File: src/rtl/spi_pkg.sv
`default_nettype none
// ============================================================================
// Module      : spi_pkg
// Description : Shared types and helpers for the SPI slave register bridge.
//               - spi_state_t       : frame FSM states
//               - c_rw_bit_from_msb : R/nW bit position, counted from the MSB
//                                     of the command word
//               - sample_on_rise()  : 1 when the sample edge is the rising
//                                     edge of sclk for a given CPOL/CPHA
// Revision    : 1.0 - initial release
// ============================================================================
package spi_pkg;

    typedef enum logic [1:0] {
        IDLE = 2'd0,
        CMD  = 2'd1,
        DATA = 2'd2,
        DONE = 2'd3
    } spi_state_t;

    // The R/nW flag is the most significant bit of the command word.
    localparam int c_rw_bit_from_msb = 0;

    // Leading edge is rising for CPOL=0, falling for CPOL=1. CPHA=0 samples
    // on the leading edge, CPHA=1 on the trailing edge. Both cases reduce to
    // "sample on rising when CPOL equals CPHA".
    function automatic logic sample_on_rise(input int cpol, input int cpha);
        return ((cpol != 0) == (cpha != 0));
    endfunction

endpackage
`default_nettype wire

File: src/rtl/spi_edge_sync.sv
`default_nettype none
// ============================================================================
// Module      : spi_edge_sync
// Description : Synchronizes sclk, cs_n and mosi into the clk domain and
//               derives single-cycle strobes from the synchronized signals.
// Ports       : clk, rst_n        - system clock, async active-low reset
//               sclk, cs_n, mosi  - raw SPI pins
//               sample_stb        - sclk edge on which mosi is captured
//               shift_stb         - opposite sclk edge, advances miso
//               cs_fall, cs_rise  - synchronized chip-select edges
//               mosi_s            - synchronized mosi, aligned with sample_stb
// Revision    : 1.0 - initial release
// ============================================================================
module spi_edge_sync
    import spi_pkg::*;
#(
    parameter int CPOL        = 0,
    parameter int CPHA        = 0,
    parameter int SYNC_STAGES = 2
) (
    input  logic clk,
    input  logic rst_n,
    input  logic sclk,
    input  logic cs_n,
    input  logic mosi,
    output logic sample_stb,
    output logic shift_stb,
    output logic cs_fall,
    output logic cs_rise,
    output logic mosi_s
);

    localparam logic c_sclk_idle   = (CPOL != 0);
    localparam logic c_sample_rise = sample_on_rise(CPOL, CPHA);

    logic [SYNC_STAGES-1:0] r_sclk_sync;
    logic [SYNC_STAGES-1:0] r_cs_sync;
    logic [SYNC_STAGES-1:0] r_mosi_sync;
    logic                   r_sclk_d;
    logic                   r_cs_d;

    logic w_sclk;
    logic w_cs;
    logic w_rise;
    logic w_fall;

    // The cs_n chain resets low so that a frame already in progress when
    // reset is released does not produce a cs_fall; only a genuine
    // high-to-low transition seen after reset starts a frame.
    always_ff @(posedge clk or negedge rst_n) begin
        if (!rst_n) begin
            r_sclk_sync <= {SYNC_STAGES{c_sclk_idle}};
            r_cs_sync   <= '0;
            r_mosi_sync <= '0;
            r_sclk_d    <= c_sclk_idle;
            r_cs_d      <= 1'b0;
        end else begin
            r_sclk_sync <= {r_sclk_sync[SYNC_STAGES-2:0], sclk};
            r_cs_sync   <= {r_cs_sync[SYNC_STAGES-2:0], cs_n};
            r_mosi_sync <= {r_mosi_sync[SYNC_STAGES-2:0], mosi};
            r_sclk_d    <= r_sclk_sync[SYNC_STAGES-1];
            r_cs_d      <= r_cs_sync[SYNC_STAGES-1];
        end
    end

    assign w_sclk = r_sclk_sync[SYNC_STAGES-1];
    assign w_cs   = r_cs_sync[SYNC_STAGES-1];
    assign w_rise = w_sclk & ~r_sclk_d;
    assign w_fall = ~w_sclk & r_sclk_d;

    assign sample_stb = c_sample_rise ? w_rise : w_fall;
    assign shift_stb  = c_sample_rise ? w_fall : w_rise;
    assign cs_fall    = ~w_cs & r_cs_d;
    assign cs_rise    = w_cs & ~r_cs_d;
    // mosi goes through the same depth as sclk, so at sample_stb this is
    // the value present on the pin at the sclk edge.
    assign mosi_s     = r_mosi_sync[SYNC_STAGES-1];

endmodule
`default_nettype wire

File: src/rtl/spi_slave_reg_bridge.sv
`default_nettype none
// ============================================================================
// Module      : spi_slave_reg_bridge
// Description : Oversampling SPI slave that converts command/data frames into
//               single-cycle register bus accesses.
//               Frame: word0 = {R/nW, addr}, word1 = data (MSB first).
//               Optional macro SPI_BRIDGE_AUTO_INC_EN: the DATA phase repeats
//               with the address incrementing after every word (burst).
// Ports       : clk, rst_n                - system clock, async active-low
//               sclk, cs_n, mosi          - SPI inputs
//               miso, miso_oe             - SPI output and pad enable
//               reg_addr, reg_wdata       - register bus address / write data
//               reg_wr, reg_rd            - one-cycle access strobes
//               reg_rdata                 - read data, valid 1 clk after reg_rd
//               busy                      - high for the duration of a frame
//               frame_err                 - one-cycle pulse on a short frame
// Revision    : 1.0 - initial release
// ============================================================================
module spi_slave_reg_bridge
    import spi_pkg::*;
#(
    parameter int DATA_WIDTH  = 8,
    parameter int CPOL        = 0,
    parameter int CPHA        = 0,
    parameter int SYNC_STAGES = 2
) (
    input  logic                  clk,
    input  logic                  rst_n,
    input  logic                  sclk,
    input  logic                  cs_n,
    input  logic                  mosi,
    output logic                  miso,
    output logic                  miso_oe,
    output logic [DATA_WIDTH-2:0] reg_addr,
    output logic [DATA_WIDTH-1:0] reg_wdata,
    output logic                  reg_wr,
    output logic                  reg_rd,
    input  logic [DATA_WIDTH-1:0] reg_rdata,
    output logic                  busy,
    output logic                  frame_err
);

    localparam int              c_aw       = DATA_WIDTH - 1;
    localparam int              c_cw       = $clog2(DATA_WIDTH);
    localparam logic [c_cw-1:0] c_last_bit = c_cw'(DATA_WIDTH - 1);
    localparam int              c_rw_bit   = DATA_WIDTH - 1 - c_rw_bit_from_msb;
    localparam logic            c_cpha0    = (CPHA == 0);

    logic w_sample_stb;
    logic w_shift_stb;
    logic w_cs_fall;
    logic w_cs_rise;
    logic w_mosi;

    spi_edge_sync #(
        .CPOL        (CPOL),
        .CPHA        (CPHA),
        .SYNC_STAGES (SYNC_STAGES)
    ) u_edge_sync (
        .clk        (clk),
        .rst_n      (rst_n),
        .sclk       (sclk),
        .cs_n       (cs_n),
        .mosi       (mosi),
        .sample_stb (w_sample_stb),
        .shift_stb  (w_shift_stb),
        .cs_fall    (w_cs_fall),
        .cs_rise    (w_cs_rise),
        .mosi_s     (w_mosi)
    );

    spi_state_t             r_state;
    logic [c_cw-1:0]        r_bit_cnt;
    logic [DATA_WIDTH-2:0]  r_rx;         // bits received so far in this word
    logic [DATA_WIDTH-1:0]  r_tx;         // bits still to be driven on miso
    logic                   r_miso;
    logic                   r_active;
    logic                   r_is_read;
    logic                   r_rd_d1;      // reg_rdata is valid while this is high
    logic                   r_skip_shift; // swallow the shift edge that follows a load
    logic [c_aw-1:0]        r_reg_addr;
    logic [DATA_WIDTH-1:0]  r_reg_wdata;
    logic                   r_reg_wr;
    logic                   r_reg_rd;
    logic                   r_frame_err;
`ifdef SPI_BRIDGE_AUTO_INC_EN
    logic                   r_first_pend; // next read return feeds TX directly
    logic                   r_word_done;  // at least one data word completed
    logic [DATA_WIDTH-1:0]  r_prefetch;   // read data for the following word
`endif

    logic [DATA_WIDTH-1:0]  w_word;
    logic                   w_word_end;
    logic                   w_short_frame;

    assign w_word     = {r_rx, w_mosi};
    assign w_word_end = w_sample_stb && (r_bit_cnt == c_last_bit);

`ifdef SPI_BRIDGE_AUTO_INC_EN
    assign w_short_frame = (r_state == CMD) ||
                           ((r_state == DATA) && !(r_word_done && (r_bit_cnt == '0)));
`else
    assign w_short_frame = (r_state == CMD) || (r_state == DATA);
`endif

    // With CPHA=0 the MSB must already be on miso before the first leading
    // edge, so a load drives it immediately and keeps the remaining bits.
    // With CPHA=1 the first shift edge (leading) drives the MSB.
    function automatic logic [DATA_WIDTH-1:0] tx_load(input logic [DATA_WIDTH-1:0] d);
        return c_cpha0 ? (d << 1) : d;
    endfunction

    always_ff @(posedge clk or negedge rst_n) begin
        if (!rst_n) begin
            r_state      <= IDLE;
            r_bit_cnt    <= '0;
            r_rx         <= '0;
            r_tx         <= '0;
            r_miso       <= 1'b0;
            r_active     <= 1'b0;
            r_is_read    <= 1'b0;
            r_rd_d1      <= 1'b0;
            r_skip_shift <= 1'b0;
            r_reg_addr   <= '0;
            r_reg_wdata  <= '0;
            r_reg_wr     <= 1'b0;
            r_reg_rd     <= 1'b0;
            r_frame_err  <= 1'b0;
`ifdef SPI_BRIDGE_AUTO_INC_EN
            r_first_pend <= 1'b0;
            r_word_done  <= 1'b0;
            r_prefetch   <= '0;
`endif
        end else begin
            r_reg_wr    <= 1'b0;
            r_reg_rd    <= 1'b0;
            r_frame_err <= 1'b0;
            r_rd_d1     <= r_reg_rd;

            if (w_cs_rise) begin
                // End of frame from any state; a partial word is dropped.
                r_frame_err  <= w_short_frame;
                r_state      <= IDLE;
                r_active     <= 1'b0;
                r_bit_cnt    <= '0;
                r_rx         <= '0;
                r_tx         <= '0;
                r_miso       <= 1'b0;
                r_skip_shift <= 1'b0;
                r_rd_d1      <= 1'b0;
`ifdef SPI_BRIDGE_AUTO_INC_EN
                r_first_pend <= 1'b0;
                r_word_done  <= 1'b0;
`endif
            end else begin
                case (r_state)
                    IDLE: begin
                        if (w_cs_fall) begin
                            r_state   <= CMD;
                            r_active  <= 1'b1;
                            r_bit_cnt <= '0;
                        end
                    end

                    CMD: begin
                        if (w_sample_stb) begin
                            r_rx <= w_word[DATA_WIDTH-2:0];
                            if (w_word_end) begin
                                r_bit_cnt    <= '0;
                                r_state      <= DATA;
                                r_reg_addr   <= w_word[c_aw-1:0];
                                r_is_read    <= w_word[c_rw_bit];
                                r_reg_rd     <= w_word[c_rw_bit];
                                // The trailing edge of the last command bit
                                // would otherwise shift out the freshly
                                // loaded MSB in CPHA=0.
                                r_skip_shift <= c_cpha0 & w_word[c_rw_bit];
`ifdef SPI_BRIDGE_AUTO_INC_EN
                                r_first_pend <= w_word[c_rw_bit];
                                r_word_done  <= 1'b0;
`endif
                            end else begin
                                r_bit_cnt <= r_bit_cnt + 1'b1;
                            end
                        end
                    end

                    DATA: begin
`ifdef SPI_BRIDGE_AUTO_INC_EN
                        // Write burst: step the address once the strobe
                        // for the current word has been presented.
                        if (r_reg_wr) begin
                            r_reg_addr <= r_reg_addr + 1'b1;
                        end
`endif
                        if (w_shift_stb) begin
                            if (r_skip_shift) begin
                                r_skip_shift <= 1'b0;
                            end else begin
                                r_miso <= r_tx[DATA_WIDTH-1];
                                r_tx   <= r_tx << 1;
                            end
                        end

                        if (r_rd_d1) begin
`ifdef SPI_BRIDGE_AUTO_INC_EN
                            if (r_first_pend) begin
                                r_tx         <= tx_load(reg_rdata);
                                r_miso       <= c_cpha0 ? reg_rdata[DATA_WIDTH-1] : r_miso;
                                r_first_pend <= 1'b0;
                                r_reg_addr   <= r_reg_addr + 1'b1;
                                r_reg_rd     <= 1'b1;
                            end else begin
                                r_prefetch <= reg_rdata;
                            end
`else
                            r_tx   <= tx_load(reg_rdata);
                            r_miso <= c_cpha0 ? reg_rdata[DATA_WIDTH-1] : r_miso;
`endif
                        end

                        if (w_sample_stb) begin
                            r_rx <= w_word[DATA_WIDTH-2:0];
                            if (w_word_end) begin
                                r_bit_cnt <= '0;
                                if (!r_is_read) begin
                                    r_reg_wdata <= w_word;
                                    r_reg_wr    <= 1'b1;
                                end
`ifdef SPI_BRIDGE_AUTO_INC_EN
                                r_word_done <= 1'b1;
                                if (r_is_read) begin
                                    r_tx         <= tx_load(r_prefetch);
                                    r_miso       <= c_cpha0 ? r_prefetch[DATA_WIDTH-1] : r_miso;
                                    r_skip_shift <= c_cpha0;
                                    r_reg_addr   <= r_reg_addr + 1'b1;
                                    r_reg_rd     <= 1'b1;
                                end
`else
                                r_state <= DONE;
                                r_tx    <= '0;
                                r_miso  <= 1'b0;
`endif
                            end else begin
                                r_bit_cnt <= r_bit_cnt + 1'b1;
                            end
                        end
                    end

                    DONE: begin
                        // Trailing words are ignored until cs_n rises.
                    end

                    default: r_state <= IDLE;
                endcase
            end
        end
    end

    assign miso      = r_miso;
    assign miso_oe   = r_active;
    assign busy      = r_active;
    assign reg_addr  = r_reg_addr;
    assign reg_wdata = r_reg_wdata;
    assign reg_wr    = r_reg_wr;
    assign reg_rd    = r_reg_rd;
    assign frame_err = r_frame_err;

endmodule
`default_nettype wire

File: config.mk
export PLATFORM = sky130hd
export DESIGN_NAME = spi_slave_reg_bridge
export DESIGN_NICKNAME = d
export VERILOG_FILES = /design/src/rtl/spi_pkg.sv /design/src/rtl/spi_edge_sync.sv /design/src/rtl/spi_slave_reg_bridge.sv
export SDC_FILE = /design/constraint.sdc
export NUM_CORES = 1
export LEC_CHECK = 0
export ABC_CLOCK_PERIOD_IN_PS = 2450
export CAP_MARGIN = 15
export CORE_MARGIN = 2
export CORE_UTILIZATION = 35
export CTS_CLUSTER_SIZE = 12
export DETAILED_ROUTE_END_ITERATION = 12
export DONT_BUFFER_PORTS = 1
export GPL_TIMING_DRIVEN = 0
export SYNTH_ARGS = -nofsm -noshare
export SYNTH_HDL_FRONTEND = slang
export SYNTH_SLANG_ARGS = --single-unit
File: constraint.sdc
create_clock -name clk -period 2.45 [get_ports clk]
set_clock_uncertainty 0.2 [all_clocks]
set_input_delay 0.735 -clock clk [delete_from_list [all_inputs] [get_ports clk]]
set_output_delay 0.735 -clock clk [all_outputs]
set_load 0.01 [all_outputs]
* Word-level counts from Yosys, hierarchy flattened
Cells that the tools add are included.
** Operators by class
- Reduce and logical (&&, ||, !) cells :: 19
- Bitwise logic cells :: 10
- $add $sub $neg :: 1
- Mux-type cells :: 48
- Equality and inequality tests :: 10
** Operators by type and width (number)
- two-way mux 8 bit :: 7
- two-way mux 1 bit :: 25
- two-way mux 7 bit :: 3
- two-way mux 2 bit :: 6
- two-way mux 3 bit :: 4
- inequality test 3 x 2 -> 1 bit (second input constant) :: 4
- nonzero test 2 bit :: 5
- inequality test 3 x 1 -> 1 bit (second input constant) :: 3
- AND reduction 4 bit :: 2
- NOT 1 bit :: 6
- one-hot mux 2 bit (3 select lines) :: 1
- one-hot mux 3 bit (2 select lines) :: 1
- AND reduction 6 bit :: 1
- nonzero test 3 bit :: 2
- AND reduction 5 bit :: 1
- AND 1 bit :: 4
- AND reduction 2 bit :: 2
- nonzero test 4 bit :: 1
- adder 3 x 1 -> 3 bit (second input constant) :: 1
- == test 3 bit (second input constant) :: 1
- AND reduction 3 bit :: 1
- == test 2 x 1 -> 1 bit (second input constant) :: 1
- == test 2 bit (second input constant) :: 1
- logical NOT 2 bit :: 1
- 4 further kinds :: 4
** Word-level totals
- Input port bits :: 13
- Output and inout bits :: 21
- Register bits after elaboration :: 51

* Depth between registers and ports, before layout
Gate-level depths: netlist (run 1).
- Word-level depth :: 8
- Depth in mapped cells :: 7
- Gate-level depth less buffers :: 6

* By module
From an unflattened synthesis (run 1), not the netlist that was laid out.
** Unflattened totals
- Cells, all modules :: 169
- Area, all modules :: 2145.8 µm²
** By module, submodules not included
- spi_slave_reg_bridge :: area an instance 1910.6 µm², instances 1, cells an instance 157
- spi_edge_sync :: area an instance 235.2 µm², instances 1, cells an instance 12

* Worst setup path before layout (run 1)
Ideal clock, no wire load.
- Path kind :: flip-flop to flip-flop
- Start point :: reg r_bit_cnt[0]
- End point :: reg r_miso, in the netlist miso
- Path slack :: 0.440 ns
- Setup time :: 0.068 ns
- Data arrival time :: 1.742 ns
- Buffers on the path :: 0
- Cell stages (with the launch flop) :: 7
- Cell sequence :: dfrtp_1 > ha_1 > ha_1 > and3b_1 > or4_1 > o21ai_2 > a22o_1
** On the way
- Cells in the longest elaborated chain, start to end :: 6
** Ends and longest elaborated chain
- start, declared :: RTL line spi_slave_reg_bridge.sv:73 : logic [c_cw-1:0] r_bit_cnt;
- start signal, assigned :: RTL line spi_slave_reg_bridge.sv:183 : r_bit_cnt <= r_bit_cnt + 1'b1;
- start signal, assigned :: RTL line spi_slave_reg_bridge.sv:245 : r_bit_cnt <= r_bit_cnt + 1'b1;
- == test 3 bit :: RTL line spi_slave_reg_bridge.sv:97 : assign w_word_end = w_sample_stb && (r_bit_cnt == c_last_bit);
- logical AND 1 bit :: RTL line spi_slave_reg_bridge.sv:97
- two-way mux 1 bit :: RTL line spi_slave_reg_bridge.sv:224 : if (w_word_end) begin
- two-way mux 1 bit :: RTL line spi_slave_reg_bridge.sv:222 : if (w_sample_stb) begin
- two-way mux 1 bit :: RTL line spi_slave_reg_bridge.sv:156 : case (r_state)
- two-way mux 1 bit :: RTL line spi_slave_reg_bridge.sv:140 : if (w_cs_rise) begin
- end signal, assigned :: RTL line spi_slave_reg_bridge.sv:200 : r_miso <= r_tx[DATA_WIDTH-1];
- end signal, assigned :: RTL line spi_slave_reg_bridge.sv:218 : r_miso <= c_cpha0 ? reg_rdata[DATA_WIDTH-1] : r_miso;
- end, declared :: RTL line spi_slave_reg_bridge.sv:76 : logic r_miso;
No other way between the ends. The select of a mux whose other input is x is not followed.
A chain may end at the register's enable or synchronous reset.

* Worst setup path in the final report (run 1)
- Start point :: reg r_bit_cnt[0]
- End point :: reg r_tx[4]
** On the way
- Cells in the longest elaborated chain, start to end :: 6
** Ends and longest elaborated chain
- == test 3 bit :: RTL line spi_slave_reg_bridge.sv:97
- logical AND 1 bit :: RTL line spi_slave_reg_bridge.sv:97
- two-way mux 8 bit :: RTL line spi_slave_reg_bridge.sv:224
- two-way mux 8 bit :: RTL line spi_slave_reg_bridge.sv:222
- two-way mux 8 bit :: RTL line spi_slave_reg_bridge.sv:156
- two-way mux 8 bit :: RTL line spi_slave_reg_bridge.sv:140
- end signal, assigned :: RTL line spi_slave_reg_bridge.sv:201 : r_tx <= r_tx << 1;
- end signal, assigned :: RTL line spi_slave_reg_bridge.sv:217 : r_tx <= tx_load(reg_rdata);
- end, declared :: RTL line spi_slave_reg_bridge.sv:75 : logic [DATA_WIDTH-1:0] r_tx;
No other way between the ends. The select of a mux whose other input is x is not followed.

==> flow_metrics.py, run 1 <==
metrics = {
    "run_status": {
        "status": "finished clean",
    },
    "floorplanning": {
        "chipWidth_um": 83.7,
        "ioPinCount": 34,
        "dieArea_um2": 7010,
        "core_area_um2": 6240,
        "rows": 29,
        "die_h_um": 83.7,
        "start_util_pct": 35.6,
    },
    "synthesis": {
        "syn_nets": 207,
        "syn_avg_cell_area_um2": 12.1,
        "synth-main-ff-cell": "dfrtp_1",
        "ys_warn_count": 0,
        "synth_top_area_share_pct": 57.4,
        "syn_area_um2": 2220,
        "synth_common_cells": "51 x dfrtp_1, 23 x nand2_1, 17 x mux2_2, 12 x o21ai_0, 11 x nor2_1",
        "synth_largest_area_cell": "dfrtp_1",
        "synth-seq-cells": 51,
        "synth_edf_count": 0,
        "async_flop_share_pct": 100,
        "ys_types": 37,
        "synth_cells": 184,
        "synth_area_leaders": "dfrtp_1 57%, mux2_2 8.6%, ha_1 5.6%",
        "synth.yosys.seq_area_share_pct": 57.4,
        "yosysMostFrequentCell": "dfrtp_1",
    },
    "grt": {
        "grt_max_degree": 52,
        "antenna_found_initial": 0,
        "grt_pass1_vias": 1405,
        "grt_pass1_wl_um": 6940,
        "globalRouteTotalUtil_pct": 12.4,
        "overflow": 0,
    },
    "clock_network": {
        "clock_sinks": 51,
        "cts_made_buffers": 5,
        "cts_tree": "done",
        "cts-root-buf": "clkbuf_8",
        "insertion_delay_ns": 0.31,
        "clockBufferDepth": 2,
        "cts.reportedPaths.clkPinSlew_ns": 0.09,
        "htree_levels": 2,
    },
    "sta": {
        "finalCritPeriodShare_pct": 90.5,
        "slew_headroom_pct": 63.0,
        "setup-violations-final": 0,
        "maxSlewViolCount": 0,
        "fin_tns_setup_ns": 0,
        "tightest_slew_ns": 0.553,
        "min_period_ns": 2.22,
        "rsz0062_at_grt": "no",
        "hold_violations": 0,
        "fmax_mhz": 451,
    },
    "power": {
        "share_seq_of_total_power_pct": 50.1,
        "leakage_nw": 1.20,
        "p_clk_share_pct": 25.3,
        "switchingPower_w": 0.000627,
        "swShare_pct": 32.3,
        "combPwrFrac_pct": 24.6,
        "max-vdd-ir-drop_mv": 0.438,
        "power.density_nw_per_um2": 794,
        "intPower_w": 0.00131,
    },
    "worst_setup_path": {
        "crit_arrival_ns": 2.27,
        "r2r_cells": 6,
        "cp_max_fo": 9,
        "ff2ff_setup_slack_ns": 0.23,
        "setup.worst_path.end_class": "flip-flop",
        "start_kind": "flip-flop",
        "crit_required_ns": 2.50,
        "crit_type": "reg2reg",
    },
    "routing": {
        "drc": 0,
        "drt_pass1_iterations": 4,
        "via_per_inst": 5.14,
        "drt_wl_total_um": 4070,
        "drt_iter0_drc": 47,
        "routedWlPerCell_um": 15.1,
        "ant_nets": 0,
        "dr_total_vias": 1387,
    },
    "worst_hold_path": {
        "worst_hold_path_type": "in2async",
    },
    "finish": {
        "fillCellCount": 611,
        "area_delta_synth_final_pct": 9.73,
        "num-nets-final": 215,
        "n_antenna_cell": 0,
        "fin_area_um2": 2440,
        "drive_above_1_share_pct": 18.1,
    },
    "place": {
        "dp_hpwl_um": 2680,
        "io_buffers": 0,
        "placed_cell_area_um2": 2320,
        "place_congestion": 0.749,
    },
    "flow_run": {
        "drv_cap": 0,
    },
}
==> worst max-delay path: stages (launching register included) <==
cell,delay (ns)
dfrtp_1,0.41
ha_1,0.21
ha_1,0.21
and3b_1,0.22
or4_1,0.49
o21ai_2,0.19
a22o_1,0.22
==> layout by cell type (no fill, tap or decap), types with 3 or more instances in the layout <==
master | netlist | layout
o21ai_0 | 12 | 12
nand3b_1 | 3 | 3
mux2i_1 | 7 | 7
mux2_2 | 17 | 17
and2_1 | 3 | 3
dfrtp_1 | 51 | 51
nor2_1 | 11 | 11
inv_1 | 6 | 6
clkbuf_8 | 0 | 5
clkbuf_1 | 3 | 3
nand2_1 | 23 | 23
a22o_1 | 8 | 8
ha_1 | 10 | 10
==> routing by layer <==
metal	wire [µm]	vias up	track usage (%)	part of all wire [%]
met1	1880	693	15.9	46
met4	61	0	3.96	1.5
met5	0	-	0	0
met3	260	8	4.75	6.4
li1	-	649	-	-
met2	1870	37	19.4	46
==> sequential cells by signal, indices dropped and copies added, names as in the netlist <==
register	flops
busy	1
frame_err	1
miso	1
r_bit_cnt	3
r_is_read	1
r_rd_d1	1
r_rx	7
r_skip_shift	1
r_state	2
r_tx	8
reg_addr	7
reg_rd	1
reg_wdata	8
reg_wr	1
u_edge_sync.r_cs_d	1
u_edge_sync.r_cs_sync	2
u_edge_sync.r_mosi_sync	2
u_edge_sync.r_sclk_d	1
u_edge_sync.r_sclk_sync	2
==> kinds of logic after synthesis <==
| group | count (synthesis) | share of synthesized area [%] |
|---|---|---|
| flops | 51 | 57.4 |
| simple gates | 55 | 13.0 |
| compound gates | 31 | 9.39 |
| fa+ha+maj | 10 | 5.62 |
| buf+inv | 12 | 2.31 |
| mux | 25 | 12.3 |
==> repair_timing <==
item                                    in CTS  in global routing
buffers inserted                             0                  0
hold buffers                                 1                  0
hold endpoints to repair                    51                  0
gates resized for setup                      0                  1
endpoints found under the setup margin       0                  8
==> final timing paths <==
kind,start,to
max in group asynchronous,rst_n,r_rx[0]
hold / removal,rst_n,reg_wdata[1]
setup reg to reg,r_bit_cnt[0],r_tx[4]
min in group clk,u_edge_sync.r_mosi_sync[0],u_edge_sync.r_mosi_sync[1]
hold reg to reg,u_edge_sync.r_mosi_sync[0],u_edge_sync.r_mosi_sync[1]
setup / recovery,r_bit_cnt[0],r_tx[4]
==> layout make-up <==
cell class,instances,area [µm²],share of cell area [%]
clock inverters,3,18.8,0.769
plain buffers,6,28.8,1.18
clock buffers,5,68.8,2.82
multi-input cells,121,902,37.0
repair buffers,1,27.5,1.13
inverters,6,22.5,0.923
flip-flops and latches,51,1280,52.3
well taps,77,96.3,3.95
==> stage by stage <==
step | hold WS, ns | setup WS (ns) | cells | utilization [%] | power (W)
floorplan | 0.131 | 0.440 | 184 | - | 0.00134
global placement | 0.134 | 0.178 | 261 | 37.2 | 0.00143
detailed placement | 0.138 | 0.142 | 261 | 37.2 | 0.00144
CTS | 0.0761 | 0.126 | 270 | 39.0 | 0.00195
global route | 0.0784 | 0.146 | 270 | 39.1 | 0.00207
finish | 0.0762 | 0.232 | 270 | 39.1 | 0.00194
==> power groups by stage <==
stage | sequential (W) | clock, W | combinational, W
floorplan | 0.000973 | 0 | 0.000371
global placement | 0.000988 | 0 | 0.000444
detailed placement | 0.000988 | 0 | 0.000455
CTS | 0.000973 | 0.000501 | 0.000479
global route | 0.000984 | 0.000545 | 0.000540
finish | 0.000972 | 0.000491 | 0.000476
Power figures use the tool's default switching activity.
==> inputs of run 2 (changes only) <==
--- a/config.mk
+++ b/config.mk
@@ -8,11 +8,12 @@
 export ABC_CLOCK_PERIOD_IN_PS = 2450
 export CAP_MARGIN = 15
 export CORE_MARGIN = 2
-export CORE_UTILIZATION = 35
+export CORE_UTILIZATION = 52
 export CTS_CLUSTER_SIZE = 12
 export DETAILED_ROUTE_END_ITERATION = 12
 export DONT_BUFFER_PORTS = 1
 export GPL_TIMING_DRIVEN = 0
+export PLACE_DENSITY = 0.67
 export SYNTH_ARGS = -nofsm -noshare
 export SYNTH_HDL_FRONTEND = slang
 export SYNTH_SLANG_ARGS = --single-unit
==> flow_metrics.py, run 2 (synthesized netlist as in run 1, its figures left out) <==
metrics = {
    "sta": {
        "hold_violations": 0,
        "slew_headroom_pct": 43.1,
        "hold_ws_ns": 0.0712,
        "setup-violations-final": 0,
        "fin_tns_setup_ns": 0,
        "setup_slack_ns": 0.187,
        "rsz0062_at_grt": "no",
        "maxSlewViolCount": 0,
        "fmax_mhz": 442,
        "finalCritPeriodShare_pct": 92.4,
        "tightest_slew_ns": 0.847,
        "min_period_ns": 2.26,
    },
    "power": {
        "power.density_nw_per_um2": 805,
        "leakage_nw": 1.20,
        "max-vdd-ir-drop_mv": 0.433,
    },
    "worst_setup_path": {
        "crit_type": "reg2reg",
        "setup.worst_path.end_class": "flip-flop",
        "start_kind": "flip-flop",
        "crit_required_ns": 2.49,
        "ff2ff_setup_slack_ns": 0.19,
        "cp_max_fo": 8,
        "crit_arrival_ns": 2.31,
    },
    "finish": {
        "num-nets-final": 215,
        "drive_above_1_share_pct": 17.6,
        "n_antenna_cell": 0,
        "layout_commonest_cell": "dfrtp_1",
        "fin_area_um2": 2400,
        "fillCellCount": 336,
        "area_delta_synth_final_pct": 7.99,
        "layout_common_cells": "51 x dfrtp_1, 23 x nand2_1, 17 x mux2_2",
    },
    "clock_network": {
        "cts_made_buffers": 5,
        "cts-root-buf": "clkbuf_8",
        "htree_levels": 2,
        "cts.reportedPaths.clkPinSlew_ns": 0.09,
        "clockBufferDepth": 2,
        "insertion_delay_ns": 0.30,
        "post_cts_buffers": 0,
        "holdBufCountCts": 1,
        "cts_resized": 0,
        "cts_tree": "done",
        "clock_sinks": 51,
    },
    "routing": {
        "drt_iter0_drc": 75,
        "route.met2.wl_um": 1910,
        "dr_total_vias": 1402,
        "drc": 0,
        "routedWlPerCell_um": 16.0,
        "wirelength_met1_um": 1690,
        "ant_nets": 0,
        "dr_wl_met3_um": 236,
        "drt_pass1_iterations": 4,
        "highest_layer": "met4",
        "via_per_inst": 5.77,
        "drt_wl_total_um": 3890,
    },
    "floorplanning": {
        "start_util_pct": 54.8,
        "core_area_um2": 4060,
        "chipWidth_um": 69.4,
        "ioPinCount": 34,
        "dieArea_um2": 4820,
        "rows": 23,
        "die_h_um": 69.4,
    },
    "place": {
        "placed_cell_area_um2": 2290,
        "preCtsSetupSlack_ns": 0.220,
        "dp_hpwl_um": 2660,
        "place_congestion": 0.780,
        "io_buffers": 0,
    },
    "worst_hold_path": {
        "worst_hold_path_type": "in2async",
    },
    "grt": {
        "grt_max_degree": 52,
        "globalRouteTotalUtil_pct": 17.8,
        "antenna_found_initial": 0,
        "overflow": 0,
        "grt_pass1_wl_um": 6840,
        "grt_pass1_vias": 1454,
    },
    "flow_run": {
        "drv_cap": 0,
    },
    "run_status": {
        "status": "finished clean",
    },
}
[run 2: final timing paths]
check / from / cells past startpoint / to
worst max-delay path: r_bit_cnt[0] / 5 / r_tx[3]
worst max register to register: r_bit_cnt[0] / 5 / r_tx[3]
worst min-delay path: rst_n / 1 / frame_err
worst min register to register: u_edge_sync.r_cs_sync[0] / 0 / u_edge_sync.r_cs_sync[1]
max in group asynchronous: rst_n / 1 / u_edge_sync.r_sclk_sync[0]
min in group clk: u_edge_sync.r_cs_sync[0] / 0 / u_edge_sync.r_cs_sync[1]
[run 2: power breakdown]
group / internal, W / switching [W]
logic: 0.000202 / 0.000277
clock network: 0.000202 / 0.000282
registers: 0.000908 / 0.0000637
[run 2: per-stage QoR]
stage	power, W	instances	utilization [%]
2_1_floorplan	0.00134	184	-
3_3_place_gp	0.00142	234	56.4
3_5_place_dp	0.00144	234	56.4
4_1_cts	0.00195	243	59.2
5_1_grt	0.00205	243	59.2
6_report	0.00193	243	59.2
[run 2: area by class of cell]
| cell class | instances | area [µm²] | area share [%] |
|---|---|---|---|
| clock inverters | 3 | 18.8 | 0.781 |
| clock buffers | 5 | 68.8 | 2.86 |
| multi-input cells | 121 | 897 | 37.3 |
| plain buffers | 6 | 28.8 | 1.20 |
| flip-flops and latches | 51 | 1280 | 53.1 |
| inverters | 6 | 22.5 | 0.938 |
| well taps | 50 | 62.6 | 2.60 |
| repair buffers | 1 | 27.5 | 1.15 |
[run 2: layer usage]
layer / vias up / track usage (%)
li1: 651 / -
met1: 689 / 22.3
met2: 54 / 28.8
met3: 8 / 5.81
met4: 0 / 6.75
met5: - / 0
[run 2: critical path: stages (launching register included)]
cell,delay (ns)
dfrtp_1,0.41
ha_1,0.21
ha_1,0.22
and3b_1,0.21
nor3_1,0.69
a22o_1,0.26
